### src/rtl/cmp_meter_pkg.sv
// Shared types and constants for the comparator pulse-width meter.
// The optional statistics block is enabled by defining CMP_WIDTH_STATS_EN.
package cmp_meter_pkg;

    // Default result/counter width in bits.
    localparam int CMP_CNT_W_DEF = 16;

    // Measurement FSM states. The top keeps the state in a plain logic
    // vector and uses localparam aliases of these encodings.
    typedef enum logic [1:0] {
        ST_IDLE    = 2'd0,
        ST_ARMED   = 2'd1,
        ST_MEASURE = 2'd2
    } meter_state_e;

    // One finished measurement at the default width.
    typedef struct packed {
        logic [CMP_CNT_W_DEF-1:0] data;
        logic                     sat;
    } width_res_t;

endpackage : cmp_meter_pkg

### src/rtl/cmp_sync_edge.sv
// Synchronizer for the asynchronous comparator output plus rise/fall
// detection on the synchronized level. The edge outputs are combinational
// compares of the synchronized level against its one-cycle-delayed copy.
module cmp_sync_edge #(
    parameter int SYNC_STAGES = 2
) (
    input  logic clk,
    input  logic rst,
    input  logic d,
    output logic cmp_s,
    output logic rise,
    output logic fall
);

    logic [SYNC_STAGES-1:0] sync_q;
    logic [SYNC_STAGES-1:0] sync_d;
    logic                   dly_q;
    logic                   dly_d;

    // Shift the raw input through the synchronizer chain; stage 0 samples d.
    always_comb begin
        sync_d    = sync_q;
        sync_d[0] = d;
        for (int i = 1; i < SYNC_STAGES; i++) begin
            sync_d[i] = sync_q[i-1];
        end
        dly_d = sync_q[SYNC_STAGES-1];
    end

    // Synchronizer and delay flops, cleared asynchronously.
    always_ff @(posedge clk or negedge rst) begin
        if (!rst) begin
            sync_q <= '0;
            dly_q  <= 1'b0;
        end else begin
            sync_q <= sync_d;
            dly_q  <= dly_d;
        end
    end

    assign cmp_s = sync_q[SYNC_STAGES-1];
    assign rise  = cmp_s & ~dly_q;
    assign fall  = ~cmp_s & dly_q;

endmodule : cmp_sync_edge

### src/rtl/cmp_pulse_width_meter.sv
// Measures the high time of a comparator output in clk cycles and hands
// each width to a consumer through a one-entry valid/ready output register.
// Defining CMP_WIDTH_STATS_EN adds min/max/count statistics over all
// committed widths, including ones dropped at the output.
//
// Output handshake: a result is transferred on any cycle where
// width_valid & width_ready are both high. While width_valid is high and
// width_ready low, width_data/width_sat hold stable. A new result arriving
// in the same cycle as a transfer replaces the entry with no bubble; one
// arriving while the entry is held is discarded and flagged on drop.
module cmp_pulse_width_meter
    import cmp_meter_pkg::*;
#(
    parameter int CNT_W       = CMP_CNT_W_DEF,
    parameter int SYNC_STAGES = 2,
    parameter int MIN_WIDTH   = 1
) (
    input  logic             clk,
    input  logic             rst,
    input  logic             en,
    input  logic             cmp_in,
    input  logic             width_ready,
    output logic             width_valid,
    output logic [CNT_W-1:0] width_data,
    output logic             width_sat,
    output logic             drop,
    output logic             busy,
    output logic [1:0]       state_dbg
`ifdef CMP_WIDTH_STATS_EN
    ,
    input  logic             stat_clr,
    output logic [CNT_W-1:0] stat_min,
    output logic [CNT_W-1:0] stat_max,
    output logic [CNT_W-1:0] stat_cnt
`endif
);

    localparam logic [1:0] S_IDLE    = ST_IDLE;
    localparam logic [1:0] S_ARMED   = ST_ARMED;
    localparam logic [1:0] S_MEASURE = ST_MEASURE;

    localparam logic [CNT_W-1:0] CNT_MAX = '1;
    localparam logic [CNT_W-1:0] CNT_ONE = CNT_W'(1);
    localparam logic [CNT_W-1:0] MIN_W   = CNT_W'(MIN_WIDTH);

    // Synchronized comparator level and its edges.
    logic cmp_s;
    logic rise;
    logic fall;

    cmp_sync_edge #(
        .SYNC_STAGES(SYNC_STAGES)
    ) u_sync_edge (
        .clk  (clk),
        .rst  (rst),
        .d    (cmp_in),
        .cmp_s(cmp_s),
        .rise (rise),
        .fall (fall)
    );

    // Measurement state.
    logic [1:0]       state_q, state_d;
    logic [CNT_W-1:0] cnt_q, cnt_d;
    logic             psat_q, psat_d;
    logic             commit;

    // Output register.
    logic             out_valid_q, out_valid_d;
    logic [CNT_W-1:0] out_data_q, out_data_d;
    logic             out_sat_q, out_sat_d;
    logic             drop_q, drop_d;
    logic             xfer;

    // FSM and width counter: arm on a low level, count while high, commit on fall.
    always_comb begin
        state_d = state_q;
        cnt_d   = cnt_q;
        psat_d  = psat_q;
        commit  = 1'b0;
        case (state_q)
            S_IDLE: begin
                // Never start mid-pulse: wait for the low level first.
                if (en && !cmp_s) begin
                    state_d = S_ARMED;
                end
            end
            S_ARMED: begin
                if (!en) begin
                    state_d = S_IDLE;
                end else if (rise) begin
                    state_d = S_MEASURE;
                    cnt_d   = CNT_ONE;
                    psat_d  = 1'b0;
                end
            end
            S_MEASURE: begin
                if (!en) begin
                    // Abort: the partial pulse produces no result.
                    state_d = S_IDLE;
                end else if (fall) begin
                    state_d = S_ARMED;
                    commit  = (cnt_q >= MIN_W);
                end else if (cmp_s) begin
                    if (cnt_q == CNT_MAX) begin
                        psat_d = 1'b1;
                    end else begin
                        cnt_d = cnt_q + CNT_ONE;
                    end
                end
            end
            default: begin
                state_d = S_IDLE;
            end
        endcase
    end

    // Measurement registers.
    always_ff @(posedge clk or negedge rst) begin
        if (!rst) begin
            state_q <= S_IDLE;
            cnt_q   <= '0;
            psat_q  <= 1'b0;
        end else begin
            state_q <= state_d;
            cnt_q   <= cnt_d;
            psat_q  <= psat_d;
        end
    end

    // One-entry output register: load when empty or draining, else flag a drop.
    always_comb begin
        xfer        = out_valid_q & width_ready;
        out_valid_d = out_valid_q;
        out_data_d  = out_data_q;
        out_sat_d   = out_sat_q;
        drop_d      = 1'b0;
        if (commit) begin
            if (!out_valid_q || xfer) begin
                out_valid_d = 1'b1;
                out_data_d  = cnt_q;
                out_sat_d   = psat_q;
            end else begin
                drop_d = 1'b1;
            end
        end else if (xfer) begin
            out_valid_d = 1'b0;
        end
    end

    // Output registers.
    always_ff @(posedge clk or negedge rst) begin
        if (!rst) begin
            out_valid_q <= 1'b0;
            out_data_q  <= '0;
            out_sat_q   <= 1'b0;
            drop_q      <= 1'b0;
        end else begin
            out_valid_q <= out_valid_d;
            out_data_q  <= out_data_d;
            out_sat_q   <= out_sat_d;
            drop_q      <= drop_d;
        end
    end

    assign width_valid = out_valid_q;
    assign width_data  = out_data_q;
    assign width_sat   = out_sat_q;
    assign drop        = drop_q;
    assign busy        = (state_q == S_MEASURE);
    assign state_dbg   = state_q;

`ifdef CMP_WIDTH_STATS_EN
    logic [CNT_W-1:0] stat_min_q, stat_min_d;
    logic [CNT_W-1:0] stat_max_q, stat_max_d;
    logic [CNT_W-1:0] stat_cnt_q, stat_cnt_d;

    // Running statistics over every committed width; clear wins over a commit.
    always_comb begin
        stat_min_d = stat_min_q;
        stat_max_d = stat_max_q;
        stat_cnt_d = stat_cnt_q;
        if (stat_clr) begin
            stat_min_d = '1;
            stat_max_d = '0;
            stat_cnt_d = '0;
        end else if (commit) begin
            if (cnt_q < stat_min_q) begin
                stat_min_d = cnt_q;
            end
            if (cnt_q > stat_max_q) begin
                stat_max_d = cnt_q;
            end
            if (stat_cnt_q != CNT_MAX) begin
                stat_cnt_d = stat_cnt_q + CNT_ONE;
            end
        end
    end

    // Statistics registers.
    always_ff @(posedge clk or negedge rst) begin
        if (!rst) begin
            stat_min_q <= '1;
            stat_max_q <= '0;
            stat_cnt_q <= '0;
        end else begin
            stat_min_q <= stat_min_d;
            stat_max_q <= stat_max_d;
            stat_cnt_q <= stat_cnt_d;
        end
    end

    assign stat_min = stat_min_q;
    assign stat_max = stat_max_q;
    assign stat_cnt = stat_cnt_q;
`endif

endmodule : cmp_pulse_width_meter

### config.mk
export PLATFORM = sky130hd
export DESIGN_NAME = cmp_pulse_width_meter
export DESIGN_NICKNAME = d
export VERILOG_FILES = /design/src/rtl/cmp_meter_pkg.sv /design/src/rtl/cmp_sync_edge.sv /design/src/rtl/cmp_pulse_width_meter.sv
export SDC_FILE = /design/constraint.sdc
export NUM_CORES = 1
export LEC_CHECK = 0
export BUFFER_PORTS_ARGS = -buffer_cell sky130_fd_sc_hd__buf_2
export CAP_MARGIN = 20
export CORE_UTILIZATION = 27
export CTS_BUF_LIST = sky130_fd_sc_hd__clkbuf_4
export DETAILED_ROUTE_END_ITERATION = 16
export SLEW_MARGIN = 30
export SYNTH_ARGS = -nofsm -noshare
export SYNTH_HDL_FRONTEND = slang
export SYNTH_SLANG_ARGS = --single-unit
### constraint.sdc
create_clock -name clk -period 2.4 [get_ports clk]
set_input_delay 0.12 -clock clk [delete_from_list [all_inputs] [get_ports clk]]
set_output_delay 0.12 -clock clk [all_outputs]
set_load 0.02 [all_outputs]
Yosys cells after proc, flatten, opt, wreduce, memory -nomap -nowiden
Index checks and enable logic that the tools add are counted.

storage, ports and cells
  input bits = 5
  output and inout port bits = 22
  logic and storage cells = 70
  flip-flop bits (word level) = 41

operators by class
  $add $sub $neg = 1
  bitwise logic cells = 5
  reduce and logical (&&, ||, !) cells = 12
  muxes and demuxes = 28
  $lt $le $gt $ge = 1
  eq/ne operators = 14

operator list
  cell                   number
  $mux 16                6
  $pmux 16 s2            1
  $add 16x1->16 const B  1
  $eq 16x16->1 const B   1
  $ge 16x1->1 const B    1
  $mux 1                 14
  $reduce_and 7->1       2
  $ne 2x2->1 const B     6
  $mux 2                 5
  $ne 2x1->1 const B     3
  $pmux 2 s3             1
  $reduce_and 2->1       2
  $reduce_bool 2->1      2
  $and 1x1->1            3
  $ne 3x2->1 const B     1
  $ne 3x3->1 const B     1
  $reduce_and 3->1       1
  $eq 2x1->1 const B     1
  $eq 2x2->1 const B     1
  $logic_not 1->1        2
  $logic_not 2->1        1
  $not 1->1              2
  $pmux 1 s2             1
  $logic_and 1x1->1      1
  $logic_or 1x1->1       1

Longest topological paths before layout
Gate-level depths: netlist of run 1.

  word-level depth = 7
  gate-level depth with buffers = 8

By module
From an unflattened synthesis of run 1, not the netlist that was laid out.

second synthesis, totals
  cells, all modules = 177
  area total of the unflattened synthesis = 2042.0 um2

by module, submodules not included
  module                 sequential area each (um2)  instances  cells each  area an instance (um2)
  cmp_pulse_width_meter  950.9                       1          172         1951.9
  cmp_sync_edge          75.1                        1          5           90.1

Least setup slack after synthesis of run 1
Ideal clock, no wire load.

  path kind = register -> register
  start = reg state_q[1], in the netlist state_dbg[1]
  end = reg out_data_q[10], in the netlist width_data[10]
  required time = 2.275 ns
  arrival time = 1.796 ns
  cell stages (with the launch flop) = 8
  path slack = 0.479 ns
  clock period less this slack = 1.921 ns
  cell sequence = dfrtp_1 -> nor2b_1 -> buf_4 -> and4b_1 -> and3_1 -> buf_6 -> buf_6 -> mux2_4

between the ends
  word-level cells in the longest chain between the ends = 3

RTL lines
  what                               RTL line                      RTL
  start: declaration                 cmp_pulse_width_meter.sv:63   logic [1:0] state_q, state_d;
  start signal: assignment           cmp_pulse_width_meter.sv:125  state_q <= state_d;
  $eq 2x2->1                         -
  net busy                           cmp_pulse_width_meter.sv:27   output logic busy,
  $mux 1                             cmp_pulse_width_meter.sv:81   case (state_q)
  $reduce_and 2->1 (no source line)  -
  end signal: assignment             cmp_pulse_width_meter.sv:160  out_data_q <= out_data_d;
  end: declaration                   cmp_pulse_width_meter.sv:70   logic [CNT_W-1:0] out_data_q, out_data_d;

The timed path passes the listed nets, and every way through them passes these cells.
A chain may end at the register's enable or synchronous reset.

Final worst setup path of run 1
  start = reg cnt_q[0]
  end = reg cnt_q[10]

between the ends
  word-level cells in the longest chain between the ends = 6
  elaborated cells on any way between the ends = 9

RTL lines
  what                      RTL line                      RTL
  start: declaration        cmp_pulse_width_meter.sv:64   logic [CNT_W-1:0] cnt_q, cnt_d;
  start signal: assignment  cmp_pulse_width_meter.sv:126  cnt_q <= cnt_d;
  $add 16x1->16             cmp_pulse_width_meter.sv:108  cnt_d = cnt_q + CNT_ONE;
  $mux 16                   cmp_pulse_width_meter.sv:105  if (cnt_q == CNT_MAX) begin
  $mux 16                   cmp_pulse_width_meter.sv:104  end else if (cmp_s) begin
  $mux 16                   cmp_pulse_width_meter.sv:101  end else if (fall) begin
  $mux 16                   cmp_pulse_width_meter.sv:98   if (!en) begin
  $pmux 16 s2               cmp_pulse_width_meter.sv:81

Several ways; a longest one is shown, not always the timed one. The select of a mux whose other input is x is not followed.

==> results of run 1 <==
-- routing by layer --
metal | vias up | part of all wire | track usage | wire, µm
met4 | 0 | 0.018 | 0.0447 | 66
met1 | 639 | 0.51 | 0.148 | 1850
li1 | 635 | - | - | -
met3 | 7 | 0.035 | 0.0311 | 128
met5 | - | 0 | 0 | 0
met2 | 23 | 0.44 | 0.178 | 1610
-- state kept, by name (all words and copies together), names as in the netlist --
register	cells
cnt_q	16
drop	1
psat_q	1
state_dbg	2
u_sync_edge.dly_q	1
u_sync_edge.sync_q	2
width_data	16
width_sat	1
width_valid	1
-- stage by stage --
stage | setup WS [ns] | instances
after global placement | 0.385 | 280
after CTS | 0.377 | 290
after detailed placement | 0.397 | 280
after global routing | 0.200 | 290
final | 0.377 | 290
after floorplan | 0.479 | 159
-- kinds of logic (layout without fill, tap and decap cells) --
logic type,Yosys count,after routing
AOI/OAI and AO/OA,15,15
xor gates and xnor gates,10,10
adders and majority gates,3,3
buffers and inverters,8,43
DFF,41,41
muxes,18,18
and+or+nand+nor,64,64
-- worst max-delay path by stage --
stage	from	to	slack [ns]	cells past startpoint
global placement	cnt_q[1]$_DFFE_PN0P_	width_data[7]$_DFFE_PN0P_	0.38	7
detailed placement	cnt_q[0]$_DFFE_PN0P_	cnt_q[7]$_DFFE_PN0P_	0.40	6
CTS	cnt_q[0]$_DFFE_PN0P_	cnt_q[10]$_DFFE_PN0P_	0.38	7
global route	cnt_q[0]$_DFFE_PN0P_	cnt_q[10]$_DFFE_PN0P_	0.20	7
finish	cnt_q[0]$_DFFE_PN0P_	cnt_q[10]$_DFFE_PN0P_	0.38	7
floorplan	state_dbg[1]$_DFFE_PN0P_	width_data[10]$_DFFE_PN0P_	0.48	7
-- timing repair --
action                                  in CTS  in global routing
hold buffers                                 2                  0
hold endpoints to repair                    42                  0
endpoints found under the setup margin       0                  0
-- synthesized netlist by cell type, drive strengths merged --
master / instances / area (µm²)
nor3: 3 / 20.0
xnor2: 6 / 52.6
nand4: 6 / 52.6
ha: 3 / 37.5
a22oi: 1 / 7.51
o211a: 1 / 10.0
or3b: 1 / 8.76
dfrtp: 41 / 1030
nand2: 7 / 26.3
nand3: 8 / 45.0
o211ai: 1 / 21.3
nand2b: 2 / 12.5
xor2: 4 / 35.0
nor4: 5 / 46.3
nor2: 15 / 56.3
mux2: 18 / 240
and3: 4 / 25.0
nor3b: 2 / 26.3
or3: 3 / 18.8
nor2b: 3 / 18.8
nand4b: 1 / 8.76
buf: 4 / 41.3
and4b: 1 / 10.0
a21oi: 5 / 25.0
o21a: 2 / 15.0
clkbuf: 2 / 7.51
nor4b: 3 / 47.5
o21ai: 4 / 20.0
o21bai: 1 / 7.51
inv: 2 / 7.51
-- worst max-delay path: stages (launching register included) --
cell      delay, ns
dfrtp_1        0.49
ha_1           0.27
nand4_4        0.14
nor4b_4        0.51
buf_4          0.21
nand4b_1       0.12
xor2_1         0.15
nor2_1         0.05
-- area by class of cell --
cell class                      instances  area, µm²
Timing Repair Buffer                   33        190
Clock inverter                          2       10.0
Multi-Input combinational cell        110        895
Inverter                                2       7.51
Sequential cell                        41       1030
Fill cell                             727       4650
Clock buffer                            6       45.0
Tap cell                               96        120
-- where the power goes --
group	switching, mW	leakage, nW	internal (mW)
Sequential	0.0291	0.558	0.709
Combinational	0.0549	0.506	0.0372
Clock	0.220	0.0354	0.123
Total	0.304	1.10	0.869
==> impl_results.md, run 1 <==
- Post-synthesis xor/xnor area fraction: 0.0443
- Status: complete, no violations
- Global-route wire length before repair: 6.58 mm
- CTS tree: yes
- Max-Cap Viols: 0
- Drt via density: 4.50
- Final Cycle Share: 0.843
- Largest family of logic cells by synthesized area: simple AND/OR/NAND/NOR gates
- Post-Synth Adder-Cell Area: 0.0190
- Overflow after GRT: 0
- Worst reg2reg setup slack: 0.38 ns
- Post-CTS resize count: 0
- Placed cell areas: 2220 µm²
- Hold slack: 0.0517 ns
- Initial antenna violation count: 0
- Worst endpoint required time: 2.66 ns
- Syn Nets: 167
- Die Ht: 87.6 µm
- Dpl hpwl: 2.60 mm
- Root buffer cell: clkbuf_4
- DRC violation count after routing: 0
- Vias in the first global route: 1334
- Compound-Gate Fraction of Synth Area: 0.0538
- Hold Path Stages: 2
- Post-Synth Simple-Gate Area: 0.214
- Tmin final: 2.02 ns
- Yosys Warn Count: 0
- Ant. Diodes: 0
- Static leakage: 1.10 nW
- Final GP Congestion: 0.784
- Mapped Area: 1980 µm²
- R2R Path Start: cnt_q[0]$_DFFE_PN0P_
- Max Freq: 494 MHz
- 1st-pass router iterations: 4
- DR WL/cell: 12.6 µm
- Die X: 87.6 µm
- Most common cell after layout, fill and taps aside: dfrtp_1
- P&R area growth vs syn: 16.0%
- Final setup TNS: 0 ns
- CTS clock-pin slew for the worst setup and hold paths: 0.11 ns
- Die area: 7670 µm²
- Max H-tree Level: 2
- Core Region: 6940 µm²
- Worst Skew: 0.00999 ns
- Worst Setup Path Type: flop to flop
- Share of synthesized area spent on multiplexers: 0.122
- Worst-case reg-to-reg path depth: 7
- Pwr per Cell Area: 511 nW/µm²
- Clock latency at the later pin of the worst-skew pair: 0.35 ns
- Post-Route WL: 3.65 mm
- Post-CTS setup buffers: 0
- CTS Buf Count: 5
- Most frequent cells in the layout: 41 x dfrtp_1, 25 x buf_2, 15 x nor2_1, 10 x mux2_4
- Sequential-to-total area share from yosys stat: 0.519
- Hold Startpoint: en
- Post-synth cell types: 40
- Rel. slew slack: 0.662
- # nets final: 201
- RSZ-0062 raised after global routing: false
- Startpoint Class: flop
- Hold Path Class: input pin to flop
- Final Instance Area: 2290 µm²
- Max Slew Vio Count: 0
- Seq cells post-synth: 41
- Hold Path Sink: state_dbg[0]$_DFFE_PN0P_
- Final Util: 0.330
- Post-synthesis cell count: 159
- Total power: 1.17 mW
- Longest Clk Path Bufs: 2
- CP arrival: 2.28 ns
- Crit-path max FO: 8
- Final Hold Fails: 0
- Worst-margin pin slew: 0.506 ns
- Initial Util: 0.285
- Initial DRC count: 78
- Num Clock Sinks: 41
- Row count: 30
- Layout cells sized above 1: 0.340
- Final setup fails: 0
- CP endpoint kind: flop
- Post-DRT Antenna Nets: 0
- DR vias: 1304
- Io pins: 27
- Largest net degree at the start of global routing: 42
- GRT Resource Usage Total: 0.113
- Worst vdd ir: 0.259 mV
- Syn_area_per_cell: 12.4 µm²
- Port Buffers: 26
- R2R Path End: cnt_q[10]$_DFFE_PN0P_
No activity file was read; power rests on OpenSTA's default activity.
==> run 2: changes to the inputs <==
--- a/config.mk
+++ b/config.mk
@@ -5,6 +5,7 @@
 export SDC_FILE = /design/constraint.sdc
 export NUM_CORES = 1
 export LEC_CHECK = 0
+export ABC_AREA = 1
 export BUFFER_PORTS_ARGS = -buffer_cell sky130_fd_sc_hd__buf_2
 export CAP_MARGIN = 20
 export CORE_UTILIZATION = 27
==> constraint.sdc (replaced) <==
create_clock -name clk -period 1.7 [get_ports clk]
set_input_delay 0.085 -clock clk [delete_from_list [all_inputs] [get_ports clk]]
set_output_delay 0.085 -clock clk [all_outputs]
set_load 0.02 [all_outputs]
==> impl_results.md, run 2 <==
- Largest net degree at the start of global routing: 42 (unchanged)
- Area of the multi-input gates: 1020 µm² (was 895 µm²)
- P&R area growth vs syn: 23.7% (was 16.0%)
- CP arrival: 1.85 ns (was 2.28 ns)
- Startpoint Class: flop (unchanged)
- Worst endpoint required time: 1.95 ns (was 2.66 ns)
- Hold Path Class: input pin to flop (unchanged)
- CTS clock-pin slew for the worst setup and hold paths: 0.12 ns (was 0.11 ns)
- Final Util: 0.347 (was 0.330)
- CTS Buf Count: 5 (unchanged)
- Max-Cap Viols: 0 (unchanged)
- Gate power share: 0.180 (was 0.078)
- Sequential-to-total area share from yosys stat: 0.472 (was 0.519)
- DR vias: 1982 (was 1304)
- Worst Setup Path Type: flop to flop (unchanged)
- Net Sw Frac: 0.270 (was 0.259)
- Sw power: 551 µW (was 304 µW)
- Final setup TNS: 0 ns (unchanged)
- EDFF count, synth: 0 (unchanged)
- DRC violation count after routing: 0 (unchanged)
- Worst-margin pin slew: 0.514 ns (was 0.506 ns)
- Core Region: 7770 µm² (was 6940 µm²)
- # nets final: 337 (was 201)
- Ranking of synthesized cells by area: dfrtp_1 47%, nand2_1 16%, nand4_1 6.3% (was dfrtp_1 52%, mux2_4 7.6%, mux2_2 4.0%)
- Global-route wire length before repair: 8.69 mm (was 6.58 mm)
- Pwr per Cell Area: 757 nW/µm² (was 511 nW/µm²)
- Post-Route WL: 5.03 mm (was 3.65 mm)
- Mapped Area: 2180 µm² (was 1980 µm²)
- CP endpoint kind: flop (unchanged)
- Row count: 32 (was 30)
- Overflow after GRT: 0 (unchanged)
- Tmin final: 1.60 ns (was 2.02 ns)
- Root buffer cell: clkbuf_4 (unchanged)
- Clock latency at the later pin of the worst-skew pair: 0.35 ns (about the same)
- Status: complete, no violations (unchanged)
- Final Cycle Share: 0.940 (was 0.843)
- Die X: 91.8 µm (was 87.6 µm)
- Post-synth top cells: 94 x nand2_1, 41 x dfrtp_1, 27 x nor2_1 (was 41 x dfrtp_1, 15 x nor2_1, 10 x mux2_4)
- Max Slew Vio Count: 0 (unchanged)
- Slowest stage delay, CP: 0.43 ns (was 0.51 ns)
- Post-synthesis cell count: 279 (was 159)
- Yosys top cell by area: dfrtp_1 (unchanged)
- GRT Resource Usage Total: 0.130 (was 0.113)
- Vias in the first global route: 1839 (was 1334)
- Top FF cell, synth: dfrtp_1 (unchanged)
- Most frequent cells in the layout: 94 x nand2_1, 40 x dfrtp_1, 26 x buf_2, 25 x nor2_1 (was 41 x dfrtp_1, 25 x buf_2, 15 x nor2_1, 10 x mux2_4)
- Max Freq: 626 MHz (was 494 MHz)
- Flop pwr share: 0.507 (was 0.629)
- Final setup fails: 0 (unchanged)
- Yosys Warn Count: 0 (unchanged)
- Dpl hpwl: 3.76 mm (was 2.60 mm)
- Initial antenna violation count: 0 (unchanged)
- Clock share of power: 0.313 (was 0.292)
- CTS tree: yes (unchanged)
- Num Clock Sinks: 41 (unchanged)
- Seq cells post-synth: 41 (unchanged)
- Io pins: 27 (unchanged)
- Post-DRT Antenna Nets: 0 (unchanged)
- Drt via density: 4.59 (was 4.50)
- Crit-path max FO: 7 (was 8)
- Rel. slew slack: 0.657 (was 0.662)
- Post-synth cell types: 24 (was 40)
- Register area: 1030 µm² (about the same)
- Initial Util: 0.280 (was 0.285)
- Most common cell after layout, fill and taps aside: nand2_1 (was dfrtp_1)
- Final GP Congestion: 0.872 (was 0.784)
- Syn_area_per_cell: 7.80 µm² (was 12.4 µm²)
- Yosys top cell area share: 0.472 (was 0.519)
- Ant. Diodes: 0 (unchanged)
- Final Hold Fails: 0 (unchanged)
- Slowest CP cell: dfrtp_1 (was nor4b_4)
- Most common cell in the netlist: nand2_1 (was dfrtp_1)
- Static leakage: 1.34 nW (was 1.10 nW)
- Initial DRC count: 95 (was 78)
- 1st-pass router iterations: 4 (unchanged)
- Fillers: 808 (was 727)
- RSZ-0062 raised after global routing: false (unchanged)
- Worst vdd ir: 0.257 mV (was 0.259 mV)
- Internal power: 1.49 mW (was 869 µW)
- Die area: 8420 µm² (was 7670 µm²)
- Syn Nets: 287 (was 167)
- Max H-tree Level: 2 (unchanged)
- Die Ht: 91.8 µm (was 87.6 µm)
- Longest Clk Path Bufs: 2 (unchanged)
- DR WL/cell: 11.6 µm (was 12.6 µm)
- CP Cell Sequence: inv_2 > ha_2 > nor2_2 > nand3_2 > nor3_2 > nand2_2 > buf_6 > nand4_1 > nand2_1 (was ha_1 > nand4_4 > nor4b_4 > buf_4 > nand4b_1 > xor2_1 > nor2_1)
- Async S/R FF share, synth: 1.00 (unchanged)
- Layout cells sized above 1: 0.236 (was 0.340)
- Port Buffers: 26 (unchanged)
- Worst Skew: 0.00756 ns (was 0.00999 ns)
==> run 2: critical path: cells and delay by family (launching register included) <==
family,cells,cell delay (ns)
simple gates,6,0.67
flops,1,0.43
buf+inv,2,0.24
fa+ha+maj,1,0.17
==> run 2: cell type report <==
type,count,area share
sequential,41,0.382
multi-input combinational,205,0.380
timing repair buffer,51,0.127
tap,102,0.0474
inverter,25,0.0349
clock buffer,6,0.0167
clock inverter,2,0.0125
==> run 2: cells by family (layout without fill, tap and decap cells) <==
family | after synthesis | after routing | share of synthesized area
and+or+nand+nor | 177 | 178 | 0.373
DFF | 41 | 41 | 0.472
buffers and inverters | 34 | 84 | 0.0725
AOI/OAI and AO/OA | 20 | 20 | 0.0495
xor gates and xnor gates | 4 | 4 | 0.0161
adders and majority gates | 3 | 3 | 0.0173
==> run 2: power groups by stage <==
stage          clock network, mW  registers (mW)  logic (mW)
4_1_cts                    0.665            1.03       0.337
2_1_floorplan                  0            1.06       0.145
5_1_grt                    0.710            1.04       0.407
6_report                   0.638            1.03       0.367
3_5_place_dp                   0            1.05       0.288
3_3_place_gp                   0            1.05       0.278
==> run 2: per-layer routing <==
metal,track usage,up-vias,share of wire
met4,0.0352,0,0.010
met2,0.215,45,0.47
met1,0.169,918,0.47
met3,0.0348,5,0.052
li1,-,1014,-
met5,0,-,0
==> run 2: metrics by stage <==
| stage | area, µm² | worst slack (ns) | instances | hold slack (ns) | power, mW |
|---|---|---|---|---|---|
| detailed placement | 2530 | -0.0425 | 418 | 0.190 | 1.34 |
| CTS | 2660 | 0.0861 | 431 | 0.0173 | 2.03 |
| floorplan | 2180 | 0.137 | 279 | -0.211 | 1.21 |
| global route | 2690 | 0.0220 | 432 | 0.0279 | 2.16 |
| finish | 2690 | 0.101 | 432 | 0.0272 | 2.04 |
| global placement | 2530 | 0.00133 | 418 | 0.180 | 1.33 |
==> run 2: what timing repair did <==
item	4_1_cts	5_1_grt
setup endpoints to repair	19	21
pin swaps	1	1
hold buffers	2	0
endpoints found under the hold margin	42	0
buffers inserted	3	0
resized for setup	1	12
gates cloned	0	1
==> run 2: worst paths after layout <==
path                                            startpoint                               to  slack (ns)  cells past startpoint
max                                   cnt_q[1]$_DFFE_PN0P_        width_data[4]$_DFFE_PN0P_        0.10                      9
min                                                     en         state_dbg[1]$_DFFE_PN0P_        0.03                      2
max reg2reg                           cnt_q[1]$_DFFE_PN0P_        width_data[4]$_DFFE_PN0P_        0.10                      9
min reg2reg                u_sync_edge.sync_q[0]$_DFF_PN0_  u_sync_edge.sync_q[1]$_DFF_PN0_        0.36                      0
max in group asynchronous                              rst             cnt_q[0]$_DFFE_PN0P_        1.02                      3
min in group asynchronous                              rst            cnt_q[13]$_DFFE_PN0P_        0.32                      3
==> run 3: changes to the inputs <==
--- a/config.mk
+++ b/config.mk
@@ -11,6 +11,7 @@
 export CORE_UTILIZATION = 27
 export CTS_BUF_LIST = sky130_fd_sc_hd__clkbuf_4
 export DETAILED_ROUTE_END_ITERATION = 16
+export REMOVE_ABC_BUFFERS = 1
 export SLEW_MARGIN = 30
 export SYNTH_ARGS = -nofsm -noshare
 export SYNTH_HDL_FRONTEND = slang
==> impl_results.md, run 3 (synthesis results as in run 2) <==
- Worst Setup Slack, final: 0.123 ns (was 0.101 ns)
- Worst endpoint required time: 1.95 ns (about the same)
- Max-Cap Viols: 0 (unchanged)
- Die Ht: 91.8 µm (unchanged)
- Status: complete, no violations (unchanged)
- Overflow after GRT: 0 (unchanged)
- Final Hold Fails: 0 (unchanged)
- Hold slack: 0.0241 ns (was 0.0272 ns)
- Vias in the first global route: 1841 (was 1839)
- Initial DRC count: 125 (was 95)
- Crit-path max FO: 30 (was 7)
- P&R area growth vs syn: 22.0% (was 23.7%)
- Static leakage: 1.30 nW (was 1.34 nW)
- CP top delay family: simple AND/OR/NAND/NOR gates (unchanged)
- Net Sw Frac: 0.253 (was 0.270)
- Worst Skew: 0.00933 ns (was 0.00756 ns)
- Initial antenna violation count: 0 (unchanged)
- CP Cell Sequence: ha_2 > nand3_4 > nor2_4 > nand3_2 > nand2_2 > buf_12 > inv_2 > nand2_1 > nand2_1 (was inv_2 > ha_2 > nor2_2 > nand3_2 > nor3_2 > nand2_2 > buf_6 > nand4_1 > nand2_1)
- Pwr per Cell Area: 798 nW/µm² (was 757 nW/µm²)
- Rel. slew slack: 0.681 (was 0.657)
- Final setup TNS: 0 ns (unchanged)
- CP endpoint kind: flop (unchanged)
- # nets final: 327 (was 337)
- DRC violation count after routing: 0 (unchanged)
- Num Clock Sinks: 41 (unchanged)
- Post-Route WL: 5.13 mm (was 5.03 mm)
- Worst-margin pin slew: 0.479 ns (was 0.514 ns)
- Crit path buffers/inverters: 2 (unchanged)
- Most frequent cells in the layout: 94 x nand2_1, 34 x dfrtp_1, 26 x nor2_1, 26 x buf_2, 24 x inv_1 (was 94 x nand2_1, 40 x dfrtp_1, 26 x buf_2, 25 x nor2_1)
- 1st-pass router iterations: 4 (unchanged)
- Io pins: 27 (unchanged)
- Clock latency at the later pin of the worst-skew pair: 0.35 ns (about the same)
- Longest Clk Path Bufs: 2 (unchanged)
- Dpl hpwl: 3.80 mm (was 3.76 mm)
- Flop pwr share: 0.492 (was 0.507)
- Root buffer cell: clkbuf_4 (unchanged)
- Final setup fails: 0 (unchanged)
- Layout cells sized above 1: 0.222 (was 0.236)
- Die area: 8420 µm² (unchanged)
- Hold Startpoint: en (unchanged)
- R2R Path End: cnt_q[7]$_DFFE_PN0P_ (was width_data[4]$_DFFE_PN0P_)
- Hold Path Class: input pin to flop (unchanged)
- Global-route wire length before repair: 8.50 mm (was 8.69 mm)
- CP arrival: 1.83 ns (was 1.85 ns)
- CTS tree: yes (unchanged)
- Clock share of power: 0.368 (was 0.313)
- Final GP Congestion: 0.879 (was 0.872)
- Most used cell, CP: nand2_1
- Most common cell after layout, fill and taps aside: nand2_1 (unchanged)
- Final Cycle Share: 0.927 (was 0.940)
- Ant. Diodes: 0 (unchanged)
- Drt via density: 4.64 (was 4.59)
- Largest net degree at the start of global routing: 31 (was 42)
- Worst Setup Path Type: flop to flop (unchanged)
- CTS Buf Count: 5 (unchanged)
- DP Worst Slack: 0.00340 ns (was -0.0425 ns)
- Max Slew Vio Count: 0 (unchanged)
- Initial Util: 0.280 (unchanged)
- Gate power share: 0.140 (was 0.180)
- Hold Path Stages: 2 (unchanged)
- Hold Path Sink: state_dbg[1]$_DFFE_PN0P_ (unchanged)
- Row count: 32 (unchanged)
- Worst vdd ir: 0.261 mV (was 0.257 mV)
- DR WL/cell: 12.1 µm (was 11.6 µm)
- DR vias: 1957 (was 1982)
- CTS clock-pin slew for the worst setup and hold paths: 0.12 ns (about the same)
- Worst-case reg-to-reg path depth: 9 (unchanged)
- RSZ-0062 raised after global routing: false (unchanged)
- GRT Resource Usage Total: 0.127 (was 0.130)
- Internal power: 1.58 mW (was 1.49 mW)
- Sw power: 536 µW (was 551 µW)
- Worst reg2reg setup slack: 0.12 ns (was 0.10 ns)
- Slowest stage delay, CP: 0.45 ns (was 0.43 ns)
- Max Freq: 634 MHz (was 626 MHz)
- Slowest CP cell: dfrtp_1 (unchanged)
- Startpoint Class: flop (unchanged)
- R2R Path Start: cnt_q[1]$_DFFE_PN0P_ (unchanged)
- Max H-tree Level: 2 (unchanged)
- Core Region: 7770 µm² (unchanged)
- Port Buffers: 26 (unchanged)
- Tmin final: 1.58 ns (was 1.60 ns)
- Die X: 91.8 µm (unchanged)
- Post-DRT Antenna Nets: 0 (unchanged)
-- run 3: cell types whose count changed in the layout (fill, tap and decap cells not counted), moves of 2 or more --
| cell | change |
|---|---|
| o21ai_0 | +2 |
| inv_1 | +2 |
| o21ai_1 | -2 |
| inv_2 | -2 |
| dfrtp_2 | +6 |
| nand3_2 | -2 |
| buf_6 | -2 |
| buf_4 | -8 |
| dfrtp_1 | -6 |
-- run 3: layout make-up --
class | instances | area, µm²
Clock buffer | 5 | 37.5
Tap cell | 102 | 128
Clock inverter | 3 | 65.1
Fill cell | 814 | 5110
Multi-Input combinational cell | 204 | 1010
Inverter | 25 | 93.8
Sequential cell | 41 | 1030
Timing Repair Buffer | 42 | 280
-- run 3: what timing repair did --
item | 4_1_cts | 5_1_grt
endpoints found under the hold margin | 20 | 0
hold buffers | 2 | 0
gates resized for setup | 1 | 11
setup buffers | 3 | 0
pin swaps | 1 | 0
setup endpoints to repair | 20 | 25
-- run 3: layer usage --
metal  share of wire  vias to the layer above  track usage
li1                -                      990            -
met1            0.46                      922        0.158
met2            0.50                       39        0.221
met3           0.027                        6       0.0174
met4           0.014                        0       0.0495
met5               0                        -            0
-- run 3: worst register-to-register path, cell delays in order, from the launching register on --
cell	delay (ns)
dfrtp_1	0.45
ha_2	0.26
nand3_4	0.13
nor2_4	0.16
nand3_2	0.07
nand2_2	0.08
buf_12	0.17
inv_2	0.07
nand2_1	0.06
nand2_1	0.05
-- run 3: through the flow --
step	utilization	cells	power, mW	area [µm²]
5_1_grt	0.342	422	2.22	2650
6_report	0.342	422	2.12	2650
4_1_cts	0.338	422	2.14	2630
3_5_place_dp	0.319	409	1.30	2480
2_1_floorplan	-	270	1.20	2110
3_3_place_gp	0.319	409	1.30	2480
-- run 3: worst max path at each step --
stage | startpoint | depth (start not counted) | to
5_1_grt | cnt_q[1]$_DFFE_PN0P_ | 9 | width_sat$_DFFE_PN0P_
3_3_place_gp | cnt_q[0]$_DFFE_PN0P_ | 9 | cnt_q[7]$_DFFE_PN0P_
4_1_cts | cnt_q[0]$_DFFE_PN0P_ | 9 | cnt_q[7]$_DFFE_PN0P_
6_report | cnt_q[1]$_DFFE_PN0P_ | 9 | cnt_q[7]$_DFFE_PN0P_
3_5_place_dp | cnt_q[0]$_DFFE_PN0P_ | 8 | width_data[4]$_DFFE_PN0P_
2_1_floorplan | state_dbg[1]$_DFFE_PN0P_ | 7 | width_data[0]$_DFFE_PN0P_
-- run 3: power by group through the flow --
stage / Sequential [mW] / Combinational [mW] / Clock, mW
5_1_grt: 1.05 / 0.333 / 0.841
6_report: 1.04 / 0.296 / 0.780
3_3_place_gp: 1.05 / 0.243 / 0
2_1_floorplan: 1.06 / 0.132 / 0
4_1_cts: 1.04 / 0.297 / 0.807
3_5_place_dp: 1.05 / 0.249 / 0
